===== src/rtl/counter_run_arbiter.sv =====
// counter_run_arbiter: round-robin sharing of one counter between NUM_REQ requesters.
// Each granted request loads a start value into the counter, enables it for a given
// number of cycles, then returns the final count, the requester id and an overflow flag.
module counter_run_arbiter #(
   parameter int unsigned NUM_REQ = 4,
   parameter int unsigned WIDTH   = 8,
   parameter int unsigned LEN_W   = 8,
   localparam int unsigned ID_W   = $clog2(NUM_REQ)
) (
   input  logic                     clk,
   input  logic                     rst,
   input  logic [NUM_REQ-1:0]       req_valid,
   output logic [NUM_REQ-1:0]       req_ready,
   input  logic [NUM_REQ*WIDTH-1:0] req_start,
   input  logic [NUM_REQ*LEN_W-1:0] req_len,
   output logic                     ctr_enable,
   output logic                     ctr_load,
   output logic [WIDTH-1:0]         ctr_load_value,
   input  logic [WIDTH-1:0]         ctr_count,
   input  logic                     ctr_overflow,
   output logic                     done_valid,
   input  logic                     done_ready,
   output logic [ID_W-1:0]          done_id,
   output logic [WIDTH-1:0]         done_count,
   output logic                     done_overflow,
   output logic                     busy
);

   typedef enum logic [1:0] {StIdle, StLoad, StRun, StDone} state_e;

   state_e           state_q;
   logic [ID_W-1:0]  rr_ptr_q;
   logic [ID_W-1:0]  id_q;
   logic [WIDTH-1:0] start_q;
   logic [WIDTH-1:0] count_q;
   logic [LEN_W-1:0] remain_q;
   logic             sticky_q;
   logic             first_q;
   logic             load_q;
   logic             enable_q;
   logic             valid_q;

   logic             grant_found;
   logic [ID_W-1:0]  grant_idx;
   logic [ID_W-1:0]  cand;

   // Round-robin scan starting at rr_ptr; the accept pulse is only offered in IDLE.
   always_comb begin
      grant_found = 1'b0;
      grant_idx   = '0;
      cand        = '0;
      req_ready   = '0;
      for (int unsigned i = 0; i < NUM_REQ; i++) begin
         cand = ID_W'((32'(rr_ptr_q) + i) % NUM_REQ);
         if (!grant_found && req_valid[cand]) begin
            grant_found = 1'b1;
            grant_idx   = cand;
         end
      end
      if (!rst && state_q == StIdle && grant_found) begin
         req_ready[grant_idx] = 1'b1;
      end
   end

   // Run sequencer: IDLE -> LOAD -> RUN -> DONE -> IDLE, with registered control outputs.
   always_ff @(posedge clk) begin
      if (rst) begin
         state_q  <= StIdle;
         rr_ptr_q <= '0;
         id_q     <= '0;
         start_q  <= '0;
         count_q  <= '0;
         remain_q <= '0;
         sticky_q <= 1'b0;
         first_q  <= 1'b0;
         load_q   <= 1'b0;
         enable_q <= 1'b0;
         valid_q  <= 1'b0;
      end else begin
         unique case (state_q)
            StIdle: begin
               if (grant_found) begin
                  id_q     <= grant_idx;
                  start_q  <= req_start[grant_idx*WIDTH +: WIDTH];
                  remain_q <= req_len[grant_idx*LEN_W +: LEN_W];
                  load_q   <= 1'b1;
                  state_q  <= StLoad;
               end
            end
            StLoad: begin
               load_q   <= 1'b0;
               sticky_q <= 1'b0;
               if (remain_q == '0) begin
                  valid_q <= 1'b1;
                  first_q <= 1'b1;
                  state_q <= StDone;
               end else begin
                  enable_q <= 1'b1;
                  state_q  <= StRun;
               end
            end
            StRun: begin
               if (ctr_overflow) sticky_q <= 1'b1;
               remain_q <= remain_q - 1'b1;
               if (remain_q == LEN_W'(1)) begin
                  enable_q <= 1'b0;
                  valid_q  <= 1'b1;
                  first_q  <= 1'b1;
                  state_q  <= StDone;
               end
            end
            StDone: begin
               first_q <= 1'b0;
               // The counter's last increment only becomes visible on the first DONE cycle.
               if (first_q) begin
                  count_q  <= ctr_count;
                  sticky_q <= sticky_q | ctr_overflow;
               end
               if (done_ready) begin
                  valid_q  <= 1'b0;
                  rr_ptr_q <= (id_q == ID_W'(NUM_REQ - 1)) ? '0 : id_q + 1'b1;
                  state_q  <= StIdle;
               end
            end
            default: state_q <= StIdle;
         endcase
      end
   end

   // Result fields: pass the counter through on the first DONE cycle, then hold the capture.
   always_comb begin
      done_count    = first_q ? ctr_count : count_q;
      done_overflow = valid_q & (sticky_q | (first_q & ctr_overflow));
   end

   assign ctr_load       = load_q;
   assign ctr_enable     = enable_q;
   assign ctr_load_value = start_q;
   assign done_valid     = valid_q;
   assign done_id        = id_q;
   assign busy           = (state_q != StIdle);

endmodule

===== config.mk =====
export PLATFORM = sky130hd
export DESIGN_NAME = counter_run_arbiter
export DESIGN_NICKNAME = d
export VERILOG_FILES = /design/src/rtl/counter_run_arbiter.sv
export SDC_FILE = /design/constraint.sdc
export NUM_CORES = 1
export LEC_CHECK = 0
export ABC_AREA = 0
export CORE_MARGIN = 3
export CORE_UTILIZATION = 47
export CTS_BUF_LIST = sky130_fd_sc_hd__clkbuf_8
export CTS_CLUSTER_DIAMETER = 60
export DETAILED_ROUTE_END_ITERATION = 6
export GPL_ROUTABILITY_DRIVEN = 0
export PLACE_DENSITY = 0.95
export SETUP_SLACK_MARGIN = 0.15
export SLEW_MARGIN = 20
export SYNTH_ARGS = -nofsm -noshare
export SYNTH_HDL_FRONTEND = slang
export SYNTH_SLANG_ARGS = --single-unit
export TNS_END_PERCENT = 100

===== constraint.sdc =====
create_clock -name clk -period 3.1 [get_ports clk]
set_input_delay 0.62 -clock clk [delete_from_list [all_inputs] [get_ports clk]]
set_output_delay 0.62 -clock clk [all_outputs]
set_load 0.01 [all_outputs]

==> out/qor.yml, run 1 <==
status: "completed"
cts_tree: "built"
io_pins: 107
min_period_ps: 2920
r2r_slack_ps: 730
synth-xor-area-share: 0
met3_usage: 0.0658
via_per_inst: 6.22
synth_seq_cells: 35
syn_area_per_cell_sq_um: 7.93
setup_tns_ps: 0
slew_headroom: 0.516
ys_seq_area_frac: 0.282
clkSinkCount: 35
crit_type: "in -> out"
cts_buffer_depth: 2
clk_pin_slew_ps: 70
finalSetupViolCount: 0
syn_to_final_growth_pct: 52.7
cts-htree-levels: 2
grt_pass1_wl_um: 14400
synthArstFlopShare: 0
nNetsFinal: 515
die-width_um: 78.8
drt_pass1_iterations: 5
synth_adder_area_share: 0.0402
synth.area.mux_share: 0.0583
insertion_delay_ps: 300
drtIter0Drc: 383
start_util: 0.507
hold_viol_final: 0
grt_max_degree: 25
antenna_found_initial: 0
maxCapViolCount: 0
synth_edf_count: 0
cellPowerDensity_mw_per_mm2: 677
grt_usage: 0.294
diodes: 0
synth_warnings: 0
synth_top_area_frac: 0.282
port_buffers: 106
tightest_slew_ps: 723
yosysTopAreaCell: "dfxtp_1"
drt-total-wl_um: 9290
die_height_um: 78.8
ir_drop_uv: 523
power_leakage_nw: 1.48
fin_util: 0.774
wl_per_cell_um: 18.8
synth_area_leaders: "dfxtp_1 28%, a221oi_1 6.3%, nor2_1 6.0%, nand3_1 4.4%, o21ai_0 4.4%"
globalRoute.totalOverflow: 0
cts-root-buf: "clkbuf_8"
synth-simple-area-share: 0.256
num_vias: 3080
max_freq_mhz: 342
synth_area_sq_mm: 0.00249
dieArea_sq_mm: 0.00620
reg2regPathDepth: 6
hold_depth: 2
drc: 0
hp-class: "reg -> reg"
cp-start-kind: "input pin"
skew_ps: 2.99
required_ps: 2480
place_ws_ps: -197
synth_compound_area_frac: 0.313
rsz0062_at_grt: "no"
critPathCaptureType: "output pin"
grt_pass1_vias: 2996
ys.flop_type: "dfxtp_1"
synthCells: 314
core_sq_mm: 0.00491
drive_gt1_frac: 0.136
num_rows: 25
synth_top_family_by_area: "compound AO/OA/AOI/OAI gates"
finalCritPeriodShare: 0.943
timing.final.max_slew_violations: 0
top_usage_layer: "met2"
synth_nets: 402
fin_ws_ps: 178
cts_made_buffers: 5
place_hpwl_um: 6760
path_max_fanout: 7
cp.arrival_ps: 2300
synth_cell_type_count: 55
ant_nets: 0
gr-usage-met1: 0.336
use_met2: 0.508
-- sequential cells by signal (all words and copies together), names as in the netlist --
register	flops
count_q	8
ctr_enable	1
ctr_load	1
ctr_load_value	8
done_id	2
done_valid	1
first_q	1
remain_q	8
rr_ptr_q	2
state_q	2
sticky_q	1
-- critical path, cell delays in order --
cell             delay [ps]
clkdlybuf4s50_1         410
buf_4                   170
nor4_4                  320
nand2b_4                220
nor3b_1                  60
clkdlybuf4s50_1         490
-- power breakdown --
group | switching [mW] | total (mW) | internal (mW)
registers | 0.160 | 0.765 | 0.605
logic | 0.746 | 1.47 | 0.728
clock network | 0.181 | 0.335 | 0.154
-- cells in the final DEF, fill, tap and decap left out, types with 3 or more instances in the layout --
cell	n
clkinv_2	3
inv_1	9
a21oi_1	18
nor3b_1	4
nand2b_1	3
nor2_2	3
o21bai_1	3
a21o_1	14
ha_1	8
o21ai_0	22
a211oi_1	8
buf_4	22
clkdlybuf4s50_1	100
mux2_2	9
dlygate4sd2_1	6
a221oi_1	18
nor2b_1	4
nand2_1	8
nor3_1	16
dfxtp_1	34
mux2_1	3
nand3_1	22
clkbuf_8	5
a31oi_1	4
nor2_1	39
-- synth_stat cells, types with 2 or more instances --
| cell | instances |
|---|---|
| a2111o_1 | 2 |
| a211oi_1 | 8 |
| a21o_1 | 14 |
| a21oi_1 | 18 |
| a221o_1 | 2 |
| a221oi_1 | 18 |
| a31oi_1 | 4 |
| and3_1 | 2 |
| buf_2 | 9 |
| clkbuf_1 | 12 |
| dfxtp_1 | 35 |
| ha_1 | 8 |
| inv_1 | 9 |
| mux2_1 | 3 |
| mux2_2 | 9 |
| nand2_1 | 8 |
| nand2b_1 | 4 |
| nand3_1 | 22 |
| nor2_1 | 40 |
| nor2_2 | 2 |
| nor2b_1 | 4 |
| nor3_1 | 16 |
| nor3b_1 | 4 |
| nor4_4 | 2 |
| o211a_1 | 2 |
| o21a_1 | 2 |
| o21ai_0 | 22 |
| o21bai_1 | 3 |
| or2_2 | 2 |
| or3_1 | 2 |
| or4_1 | 2 |
-- cell families after synthesis --
| kind of cell | count (synthesis) |
|---|---|
| flip-flops | 35 |
| AO/OA/AOI/OAI | 109 |
| adder cells (fa/ha/maj) | 8 |
| buffers and inverters | 31 |
| multiplexers | 13 |
| AND/OR/NAND/NOR | 118 |
-- cell type report --
type,count,area (sq um)
Clock inverter,3,15.0
Inverter,9,33.8
Timing Repair Buffer,128,1220
Sequential cell,35,702
Fill cell,325,1110
Tap cell,67,83.8
Multi-Input combinational cell,248,1680
Clock buffer,5,68.8
-- through the flow --
stage / instances / power, mW / hold WS (ps) / area, sq um
after global routing: 495 / 2.74 / 501 / 3800
after global placement: 484 / 2.11 / 458 / 3690
final: 495 / 2.57 / 475 / 3800
after detailed placement: 484 / 2.17 / 464 / 3690
after CTS: 492 / 2.52 / 479 / 3780
after floorplan: 314 / 1.57 / 447 / 2490
-- timing repair --
action / 4_1_cts / 5_1_grt
buffers inserted: 0 / 3
cloned: 0 / 0
endpoints found under the setup margin: 4 / 1
resized for setup: 9 / 1
hold buffers: 0 / 0
-- worst paths after layout --
| kind | to | startpoint |
|---|---|---|
| max | req_ready[3] | req_valid[3] |
| min reg2reg | sticky_q | sticky_q |
| max reg2reg | remain_q[2] | state_q[0] |
| min | sticky_q | sticky_q |
-- routing by layer --
layer	vias to the layer above	wire length, um
li1	1413	-
met1	1441	3400
met2	201	4720
met3	25	902
met4	0	268
met5	-	0
Power figures use the tool's default switching activity.
==> run 2, diff against run 1 <==
Settings changed: PLACE_DENSITY 0.95 to unset, PLACE_DENSITY_LB_ADDON set to 0.25.
==> out/qor.yml, run 2 (same netlist as run 1, synthesis figures left out) <==
die-width_um: 78.8  # unchanged
power_switching_mw: 1.08  # -0.98%
status: "completed"
clk_pin_slew_ps: 70  # about the same
fin_ws_ps: 323  # +146 ps
timing.final.max_slew_violations: 0  # unchanged
port_buffers: 106  # unchanged
required_ps: 2480  # about the same
dieArea_sq_mm: 0.00620  # unchanged
antenna_found_initial: 0  # unchanged
skew_ps: 2.15  # -0.838 ps
nNetsFinal: 514  # -0.19%
cp.arrival_ps: 2160  # -140 ps
drc: 0  # unchanged
wl_per_cell_um: 18.5  # -1.6%
min_period_ps: 2780  # -146 ps
max_freq_mhz: 360  # +5.2%
insertion_delay_ps: 290  # about the same
postLayoutCellArea_sq_mm: 0.00384  # +0.96%
combPwrFrac: 0.536  # -0.037
setup_tns_ps: 0  # unchanged
tightest_slew_ps: 622  # -102 ps
seq_area_sq_um: 701  # -0.18%
grt_pass1_vias: 2846  # -5.0%
die_height_um: 78.8  # unchanged
hold_viol_final: 0  # unchanged
crit_type: "in -> out"
internal-power_mw: 1.64  # +10%
start_util: 0.507  # unchanged
postCtsHoldBufs: 0  # unchanged
hp-class: "reg -> reg"
num_vias: 3016  # -2.1%
via_per_inst: 6.11  # -1.9%
layout_common_cells: "100 x clkdlybuf4s50_1, 40 x nor2_1, 35 x dfxtp_1, 22 x o21ai_0, 22 x nand3_1"
maxCapViolCount: 0  # unchanged
cts-root-buf: "clkbuf_8"
multi_input_area_sq_mm: 0.00167  # -0.45%
globalRoute.totalOverflow: 0  # unchanged
cts_tree: "built"
cellPowerDensity_mw_per_mm2: 709  # +4.6%
ir_drop_uv: 544  # +4.0%
grt_pass1_wl_um: 14300  # -0.43%
slew_headroom: 0.585  # +0.0695
syn_to_final_growth_pct: 54.1
fin_total_pwr_mw: 2.72  # +5.6%
drtIter0Drc: 284  # -26%
rsz0062_at_grt: "no"
final_common_cell: "clkdlybuf4s50_1"
io_pins: 107  # unchanged
drive_gt1_frac: 0.129  # -0.00671
grt_max_degree: 35  # +40%
drt_pass1_iterations: 5  # unchanged
ant_nets: 0  # unchanged
finalCritPeriodShare: 0.896  # -0.0470
postPlaceCellArea_sq_mm: 0.00370  # +0.41%
p_clk_frac: 0.186  # +0.056
diodes: 0  # unchanged
hold_ws_ps: 476  # +0.824 ps
path_max_fanout: 6  # -1
drt-total-wl_um: 9120  # -1.8%
finalSetupViolCount: 0  # unchanged
cts_buffer_depth: 2  # unchanged
clkSinkCount: 35  # unchanged
cts_made_buffers: 5  # unchanged
critPathCaptureType: "output pin"
place_ws_ps: -65.5  # +131 ps
num_rows: 25  # unchanged
core_sq_mm: 0.00491  # unchanged
netSwitchingFraction: 0.396  # -0.0264
final_cells: 494  # -0.20%
dp_cells: 486  # +0.41%
place_hpwl_um: 6700  # -0.90%
fin_util: 0.781  # +0.00739
fill_cells: 365  # +12%
grt_usage: 0.292  # -0.00185
power_leakage_nw: 1.49  # +0.94%
cts-htree-levels: 2  # unchanged
cp-start-kind: "input pin"
p_seq_frac: 0.278  # -0.019
## run 2: cell types whose count changed in the layout (fill, tap and decap cells not counted), sizes merged
cell and change:
clkinvlp +1, clkinv -3, bufinv +2, buf -1
## run 2: layer usage
metal | part of all wire | vias to the layer above | global-route usage
met5 | 0 | - | 0
met4 | 0.015 | 0 | 0.0909
met1 | 0.39 | 1426 | 0.361
met3 | 0.099 | 15 | 0.0556
li1 | - | 1407 | -
met2 | 0.50 | 168 | 0.511
## run 2: power groups by stage
stage               combinational, mW  clock (mW)  sequential, mW
floorplan                       0.830           0           0.744
global placement                 1.39           0           0.751
detailed placement               1.43           0           0.759
CTS                              1.44       0.506           0.751
global route                     1.58       0.531           0.775
finish                           1.46       0.505           0.756
## run 2: final timing paths
check,from,slack [ps],to,cells past startpoint
worst min-delay path,sticky_q,480,sticky_q,2
worst max register to register,state_q[0],840,remain_q[6],7
worst min register to register,sticky_q,480,sticky_q,2
worst max-delay path,req_valid[3],320,req_ready[0],6
## run 2: layout make-up
type / instances / share of cell area
timing repair buffer: 127 / 0.316
tap: 67 / 0.0219
clock buffer: 5 / 0.0179
clock inverter: 3 / 0.0176
sequential: 35 / 0.183
inverter: 9 / 0.00881
multi-input combinational: 248 / 0.435
## run 2: critical path: stages
cell and delay [ps]:
clkdlybuf4s50_1 430, buf_4 150, buf_4 150, o2bb2ai_1 190
nor3b_1 280, dlygate4sd2_1 340
## run 2: timing repair
action,in CTS,in global routing
setup endpoints to repair,4,0
setup buffers,0,0
gates resized for setup,7,0
